==> config.mk <==
export PLATFORM = sky130hd
export DESIGN_NAME = l2_arbiter_flat
export DESIGN_NICKNAME = d
export VERILOG_FILES = /design/src/rtl/l2_arbiter_if.sv /design/src/rtl/l2_arbiter.sv /design/src/flat_wrapper.sv
export SDC_FILE = /design/constraint.sdc
export NUM_CORES = 1
export LEC_CHECK = 0
export BUFFER_PORTS_ARGS = -buffer_cell sky130_fd_sc_hd__clkbuf_2
export CAP_MARGIN = 10
export CORE_AREA = 2 2 287 289
export DETAILED_ROUTE_END_ITERATION = 10
export DIE_AREA = 0 0 289 291
export MAX_ROUTING_LAYER = met4
export PLACE_DENSITY = 0.34
export SLEW_MARGIN = 20
export SYNTH_ARGS = -nofsm -noshare
export SYNTH_HDL_FRONTEND = slang
export SYNTH_SLANG_ARGS = --single-unit
==> constraint.sdc <==
create_clock -name clk -period 1.75 [get_ports clk]
set_input_delay 0.175 -clock clk [delete_from_list [all_inputs] [get_ports clk]]
set_output_delay 0.175 -clock clk [all_outputs]
set_load 0.01 [all_outputs]
==> src/rtl/l2_arbiter_if.sv <==
// ============================================================================
// Module      : l2_arbiter_if
// Description : Bus bundle between the I-cache, the D-cache, the L2 arbiter
//               and the downstream L2. Carries the I-cache read port, the
//               D-cache read/write-back port and the downstream L2 port.
//   modport master : cache/L2 environment side (drives requests and L2 data)
//   modport slave  : arbiter side (drives responses and the L2 request)
// Revision    : 1.0  initial release
// ============================================================================
`default_nettype none

interface l2_arbiter_if #(
  parameter int LINE_WIDTH = 128,
  parameter int ADDR_WIDTH = 16
);
  // I-cache port (read only)
  logic                  i_read;
  logic [ADDR_WIDTH-1:0] i_address;
  logic [LINE_WIDTH-1:0] i_rdata;
  logic                  i_resp;
  // D-cache port
  logic                  d_read;
  logic                  d_write;
  logic [ADDR_WIDTH-1:0] d_address;
  logic [LINE_WIDTH-1:0] d_wdata;
  logic [LINE_WIDTH-1:0] d_rdata;
  logic                  d_resp;
  // Downstream L2 port
  logic                  l2_read;
  logic                  l2_write;
  logic [ADDR_WIDTH-1:0] l2_address;
  logic [LINE_WIDTH-1:0] l2_wdata;
  logic [LINE_WIDTH-1:0] l2_rdata;
  logic                  l2_resp;

  modport master (
    output i_read, i_address,
    input  i_rdata, i_resp,
    output d_read, d_write, d_address, d_wdata,
    input  d_rdata, d_resp,
    input  l2_read, l2_write, l2_address, l2_wdata,
    output l2_rdata, l2_resp
  );

  modport slave (
    input  i_read, i_address,
    output i_rdata, i_resp,
    input  d_read, d_write, d_address, d_wdata,
    output d_rdata, d_resp,
    output l2_read, l2_write, l2_address, l2_wdata,
    input  l2_rdata, l2_resp
  );
endinterface

`default_nettype wire

==> src/rtl/l2_arbiter.sv <==
// ============================================================================
// Module      : l2_arbiter
// Description : Round-robin arbiter sharing one L2 port between the I-cache
//               and the D-cache. One transaction at a time, no preemption,
//               with saturating performance counters.
//   clk, rst_n     : clock, asynchronous active-low reset
//   bus (slave)    : I-cache, D-cache and downstream L2 signals
//   count_reset    : synchronous clear of the three counters
//   i_grant_count  : completed I-cache transactions
//   d_grant_count  : completed D-cache transactions
//   conflict_count : IDLE cycles in which both caches were requesting
// Revision    : 1.0  initial release
// ============================================================================
`default_nettype none

module l2_arbiter #(
  parameter int LINE_WIDTH = 128,
  parameter int ADDR_WIDTH = 16
) (
  input  logic               clk,
  input  logic               rst_n,
  l2_arbiter_if.slave        bus,
  input  logic               count_reset,
  output logic [15:0]        i_grant_count,
  output logic [15:0]        d_grant_count,
  output logic [15:0]        conflict_count
);

  localparam logic [ADDR_WIDTH-1:0] C_ADDR_ZERO = '0;
  localparam logic [LINE_WIDTH-1:0] C_LINE_ZERO = '0;
  localparam logic [15:0]           C_CNT_MAX   = 16'hFFFF;

  typedef enum logic [1:0] {
    ST_IDLE    = 2'd0,
    ST_SERVE_I = 2'd1,
    ST_SERVE_D = 2'd2
  } state_t;

  state_t      r_state;
  logic        r_last_grant_d;   // 1: D-cache was granted last
  logic        r_l2_read;
  logic        r_l2_write;
  logic [15:0] r_i_grant_cnt;
  logic [15:0] r_d_grant_cnt;
  logic [15:0] r_conflict_cnt;

  logic w_i_req;
  logic w_d_req;
  logic w_grant_i;
  logic w_grant_d;

  assign w_i_req = bus.i_read;
  assign w_d_req = bus.d_read | bus.d_write;

  // Under contention the side that was not granted last wins.
  assign w_grant_i = w_i_req & (~w_d_req | r_last_grant_d);
  assign w_grant_d = w_d_req & (~w_i_req | ~r_last_grant_d);

  // The request type is captured at grant time so a requester dropping its
  // request mid-transaction does not disturb the outstanding L2 access.
  always_ff @(posedge clk or negedge rst_n) begin
    if (!rst_n) begin
      r_state        <= ST_IDLE;
      r_last_grant_d <= 1'b1;
      r_l2_read      <= 1'b0;
      r_l2_write     <= 1'b0;
    end else begin
      case (r_state)
        ST_IDLE: begin
          if (w_grant_i) begin
            r_state        <= ST_SERVE_I;
            r_last_grant_d <= 1'b0;
            r_l2_read      <= 1'b1;
            r_l2_write     <= 1'b0;
          end else if (w_grant_d) begin
            r_state        <= ST_SERVE_D;
            r_last_grant_d <= 1'b1;
            r_l2_read      <= bus.d_read & ~bus.d_write;
            r_l2_write     <= bus.d_write;
          end
        end
        ST_SERVE_I, ST_SERVE_D: begin
          // Returning to IDLE guarantees a gap cycle between transactions.
          if (bus.l2_resp) begin
            r_state    <= ST_IDLE;
            r_l2_read  <= 1'b0;
            r_l2_write <= 1'b0;
          end
        end
        default: begin
          r_state    <= ST_IDLE;
          r_l2_read  <= 1'b0;
          r_l2_write <= 1'b0;
        end
      endcase
    end
  end

  function automatic logic [15:0] f_count_next(
    input logic [15:0] cnt,
    input logic        clr,
    input logic        inc
  );
    if (clr)                          return 16'd0;
    else if (inc && cnt != C_CNT_MAX) return cnt + 16'd1;
    else                              return cnt;
  endfunction

  always_ff @(posedge clk or negedge rst_n) begin
    if (!rst_n) begin
      r_i_grant_cnt  <= 16'd0;
      r_d_grant_cnt  <= 16'd0;
      r_conflict_cnt <= 16'd0;
    end else begin
      r_i_grant_cnt  <= f_count_next(r_i_grant_cnt, count_reset,
                                     (r_state == ST_SERVE_I) && bus.l2_resp);
      r_d_grant_cnt  <= f_count_next(r_d_grant_cnt, count_reset,
                                     (r_state == ST_SERVE_D) && bus.l2_resp);
      r_conflict_cnt <= f_count_next(r_conflict_cnt, count_reset,
                                     (r_state == ST_IDLE) && w_i_req && w_d_req);
    end
  end

  // Responses are gated by state, so a resp arriving after a reset-aborted
  // transaction is never forwarded.
  assign bus.i_resp     = (r_state == ST_SERVE_I) & bus.l2_resp;
  assign bus.d_resp     = (r_state == ST_SERVE_D) & bus.l2_resp;
  assign bus.i_rdata    = bus.l2_rdata;
  assign bus.d_rdata    = bus.l2_rdata;
  assign bus.l2_read    = r_l2_read;
  assign bus.l2_write   = r_l2_write;
  assign bus.l2_address = (r_state == ST_SERVE_I) ? bus.i_address :
                          (r_state == ST_SERVE_D) ? bus.d_address : C_ADDR_ZERO;
  assign bus.l2_wdata   = (r_state == ST_SERVE_D) ? bus.d_wdata : C_LINE_ZERO;

  assign i_grant_count  = r_i_grant_cnt;
  assign d_grant_count  = r_d_grant_cnt;
  assign conflict_count = r_conflict_cnt;

endmodule

`default_nettype wire

==> src/flat_wrapper.sv <==
// flat-port wrapper written by rule: the top's interface ports become plain ports
module l2_arbiter_flat 
#(
  parameter int LINE_WIDTH = 128,
  parameter int ADDR_WIDTH = 16
)
  (clk, rst_n, count_reset, i_grant_count, d_grant_count, conflict_count, bus_i_read, bus_i_address, bus_i_rdata, bus_i_resp, bus_d_read, bus_d_write, bus_d_address, bus_d_wdata, bus_d_rdata, bus_d_resp, bus_l2_read, bus_l2_write, bus_l2_address, bus_l2_wdata, bus_l2_rdata, bus_l2_resp);
  l2_arbiter_if #(.LINE_WIDTH(LINE_WIDTH), .ADDR_WIDTH(ADDR_WIDTH)) bus_i ();
  input  logic clk;
  input  logic rst_n;
  input  logic count_reset;
  output logic [15:0] i_grant_count;
  output logic [15:0] d_grant_count;
  output logic [15:0] conflict_count;
  input wire logic [$bits(bus_i.i_read)-1:0] bus_i_read;
  input wire logic [$bits(bus_i.i_address)-1:0] bus_i_address;
  output wire logic [$bits(bus_i.i_rdata)-1:0] bus_i_rdata;
  output wire logic [$bits(bus_i.i_resp)-1:0] bus_i_resp;
  input wire logic [$bits(bus_i.d_read)-1:0] bus_d_read;
  input wire logic [$bits(bus_i.d_write)-1:0] bus_d_write;
  input wire logic [$bits(bus_i.d_address)-1:0] bus_d_address;
  input wire logic [$bits(bus_i.d_wdata)-1:0] bus_d_wdata;
  output wire logic [$bits(bus_i.d_rdata)-1:0] bus_d_rdata;
  output wire logic [$bits(bus_i.d_resp)-1:0] bus_d_resp;
  output wire logic [$bits(bus_i.l2_read)-1:0] bus_l2_read;
  output wire logic [$bits(bus_i.l2_write)-1:0] bus_l2_write;
  output wire logic [$bits(bus_i.l2_address)-1:0] bus_l2_address;
  output wire logic [$bits(bus_i.l2_wdata)-1:0] bus_l2_wdata;
  input wire logic [$bits(bus_i.l2_rdata)-1:0] bus_l2_rdata;
  input wire logic [$bits(bus_i.l2_resp)-1:0] bus_l2_resp;
  assign bus_i.i_read = bus_i_read;
  assign bus_i.i_address = bus_i_address;
  assign bus_i_rdata = bus_i.i_rdata;
  assign bus_i_resp = bus_i.i_resp;
  assign bus_i.d_read = bus_d_read;
  assign bus_i.d_write = bus_d_write;
  assign bus_i.d_address = bus_d_address;
  assign bus_i.d_wdata = bus_d_wdata;
  assign bus_d_rdata = bus_i.d_rdata;
  assign bus_d_resp = bus_i.d_resp;
  assign bus_l2_read = bus_i.l2_read;
  assign bus_l2_write = bus_i.l2_write;
  assign bus_l2_address = bus_i.l2_address;
  assign bus_l2_wdata = bus_i.l2_wdata;
  assign bus_i.l2_rdata = bus_l2_rdata;
  assign bus_i.l2_resp = bus_l2_resp;
  l2_arbiter #(.LINE_WIDTH(LINE_WIDTH), .ADDR_WIDTH(ADDR_WIDTH)) u_core (.clk(clk), .rst_n(rst_n), .bus(bus_i), .count_reset(count_reset), .i_grant_count(i_grant_count), .d_grant_count(d_grant_count), .conflict_count(conflict_count));
endmodule
==> flow_metrics.py <==
metrics = {
    "sta": {
        "tns_ps": -26880,
        "slew_headroom_pct": 64.2,
        "post-route-period-util_pct": 116,
        "hold_viol_final": 0,
        "slew_violations": 0,
        "worst_slew_pin_slew_ps": 536,
        "setup_violations": 152,
        "layout_min_cycle_time_ps": 2030,
        "fmax_mhz": 492,
        "timing.final.ws_setup_ps": -284,
        "rsz0062_at_grt": "yes",
        "clock_skew_ps": 8.18,
    },
    "finish": {
        "fin_cells": 2070,
        "final_nets": 1265,
        "area_growth_pct": 70.8,
        "design_area_um2": 9990,
        "drive_gt1_share_pct": 66.9,
    },
    "synth": {
        "synth_ff_type": "dfrtp_1",
        "synth_edf_count": 0,
        "synth_cell_types": 47,
        "synth_nets": 1061,
        "ys_seq_area_share_pct": 22.7,
        "synthCells": 760,
        "ys_async_sr_fraction_pct": 100,
        "synth_area_per_cell_um2": 7.70,
        "ys_ff_latch": 53,
        "synth.cell_area_um2": 5850,
        "ys_warn_count": 0,
    },
    "critical_path": {
        "start_kind": "flip-flop",
        "cp-end-kind": "primary output",
        "setup.worst_path.class": "reg -> out",
        "worstPathArrival_ps": 1860,
        "cp_top_family": "buffers and inverters",
        "reg2regPathDepth": 6,
        "path_depth": 9,
        "cp_max_fo": 8,
        "cp_slowest_stage_delay_ps": 370,
        "critPathRequiredTime_ps": 1570,
        "slowest_stage": "dfrtp_1",
        "crit_chain": "inv_2 -> buf_6 -> ha_4 -> buf_8 -> buf_12 -> buf_16 -> clkbuf_16 -> and2_4 -> buf_2",
        "critPathBufInv": 7,
    },
    "detailed_routing": {
        "ant_nets": 0,
        "first_iter_violations": 220,
        "first_pass_iters": 4,
        "vias": 6081,
        "drc": 0,
        "routedWlPerCell_um": 29.8,
        "via_per_inst": 2.94,
        "routed_wirelength_um": 61700,
    },
    "power": {
        "leakagePower_nw": 4.49,
        "power_mw": 11.2,
        "p_per_area_nw_per_um2": 1120,
        "vdd_ir_drop_max_mv": 0.703,
    },
    "worst_hold_path": {
        "min_path_type": "in -> reg",
        "hold_path_depth": 3,
    },
    "cts": {
        "clk_latency_ps": 320,
        "cts_inserted_buffers": 5,
        "h-tree-depth": 2,
        "cts_root_buf": "clkbuf_16",
        "cts_num_sinks": 53,
        "clockBufferDepth": 2,
        "cts.reportedPaths.clkPinSlew_ps": 70,
        "cts_tree": "built",
    },
    "floorplan": {
        "die-area_um2": 84100,
        "core-area_um2": 81200,
        "die_y_um": 291,
        "initial_core_util_pct": 7.21,
        "boundaryPins": 747,
        "die_x_um": 289,
        "rows": 105,
    },
    "status": {
        "violations": "negative setup slack",
        "status": "complete, but fails checks",
    },
    "global_route": {
        "grt_pass1_wl_um": 73500,
        "grt_pass1_vias": 6119,
        "grt_usage_pct": 14.2,
        "grt_max_degree": 54,
        "antenna_found_initial": 62,
        "overflow": 0,
    },
    "place": {
        "io_buffers": 362,
        "dp_cells": 1989,
        "hpwlAfterDp_um": 54600,
        "dpl_cell_area_um2": 7690,
        "gp_congestion": 0.836,
        "place_ws_ps": -50.9,
    },
    "job": {
        "drv_cap": 0,
    },
}
==> layout by cell type (no fill, tap or decap), types with 7 or more instances in the layout <==
master / instances
dfrtp_1: 51
diode_2: 35
buf_12: 11
and2_1: 47
and2_4: 84
xor2_1: 15
xnor2_1: 19
o21ai_1: 9
nand4_1: 15
clkbuf_16: 14
nor2_1: 47
buf_16: 7
o21ai_0: 9
nand2_2: 9
inv_1: 11
clkbuf_2: 250
nand2_1: 40
buf_6: 70
nor4_4: 8
o21ai_2: 8
buf_2: 20
nand3_1: 16
buf_8: 25
buf_4: 81
==> sequential cells by signal, summed over array words and instances (netlist names) <==
name                   count
u_core.r_last_grant_d      1
u_core.bus.l2_read         1
u_core.r_state             2
u_core.d_grant_count      16
u_core.conflict_count     16
u_core.bus.l2_write        1
u_core.i_grant_count      16
==> final timing paths <==
check,startpoint,to,slack [ps]
setup / recovery,u_core.r_state[0],bus_l2_wdata[115],-280
hold / removal,bus_d_write,u_core.bus.l2_write,190
setup reg to reg,u_core.d_grant_count[0],u_core.d_grant_count[12],-170
hold reg to reg,u_core.bus.l2_read,u_core.bus.l2_read,570
max in group asynchronous,rst_n,u_core.r_last_grant_d,1040
min in group asynchronous,rst_n,u_core.conflict_count[0],400
==> worst reg2reg max path: cells and delay by family, from the launching register on <==
kind	cells	cell delay, ps
adders and majority gates	1	170
and+or+nand+nor	4	1050
xor gates and xnor gates	1	170
DFF	1	400
==> layer usage <==
| layer | wire length [um] | global-route usage (%) |
|---|---|---|
| met1 | 27000 | 16.4 |
| met2 | 20300 | 15.8 |
| met3 | 12900 | 15.7 |
| met4 | 1450 | 2.87 |
| met5 | 0 | - |
==> cell type report <==
type                            instances  area [um^2]
Timing Repair Buffer                  481         3880
Fill cell                            9442        71200
Multi-Input combinational cell        408         3140
Sequential cell                        53         1330
Antenna cell                           35         87.6
Clock inverter                          2         13.8
Clock buffer                            6          139
Inverter                               15         66.3
Tap cell                             1070         1340
==> stage by stage <==
stage,hold slack [ps],utilization (%)
CTS,185,10.9
global route,228,12.3
finish,187,12.3
detailed placement,223,9.47
floorplan,-121,-
global placement,219,9.47
==> synthesized netlist by cell type, types with 3 or more instances <==
library cell  number  area, um^2
buf_4            256        1920
and2_1           129         807
nand2_1           54         203
dfrtp_1           52        1300
nor2_1            49         184
o21ai_0           26         130
clkbuf_1          25        93.8
xnor2_1           20         175
nand3_1           19        95.1
nand4_1           15        93.8
xor2_1            15         131
inv_1             14        52.6
nor3_1            13        65.1
nor4_1             8        50.1
a21oi_1            7        35.0
ha_1               6        75.1
and4_1             5        43.8
nor4b_1            4        35.0
or3_1              4        25.0
mux2i_1            3        30.0
o211ai_1           3        22.5
o31ai_1            3        22.5
==> cells by family after synthesis <==
kind of cell,synth area share (%)
AND/OR/NAND/NOR,29.3
buffers and inverters,35.8
flip-flops,22.7
AO/OA/AOI/OAI,4.92
XOR/XNOR,5.24
adder cells (fa/ha/maj),1.28
multiplexers,0.706
==> report_power, final <==
group          switching, mW  internal [mW]  total [mW]
combinational           4.14           4.60        8.74
clock                  0.535          0.573        1.11
sequential            0.0622           1.31        1.37
==> what timing repair did <==
action	CTS	global route
buffers inserted	11	18
pin swaps	24	67
endpoints found under the hold margin	52	0
cloned	8	4
setup endpoints to repair	142	182
gates resized for setup	168	309
hold buffers	1	0
(Power assumes the default switching activity.)
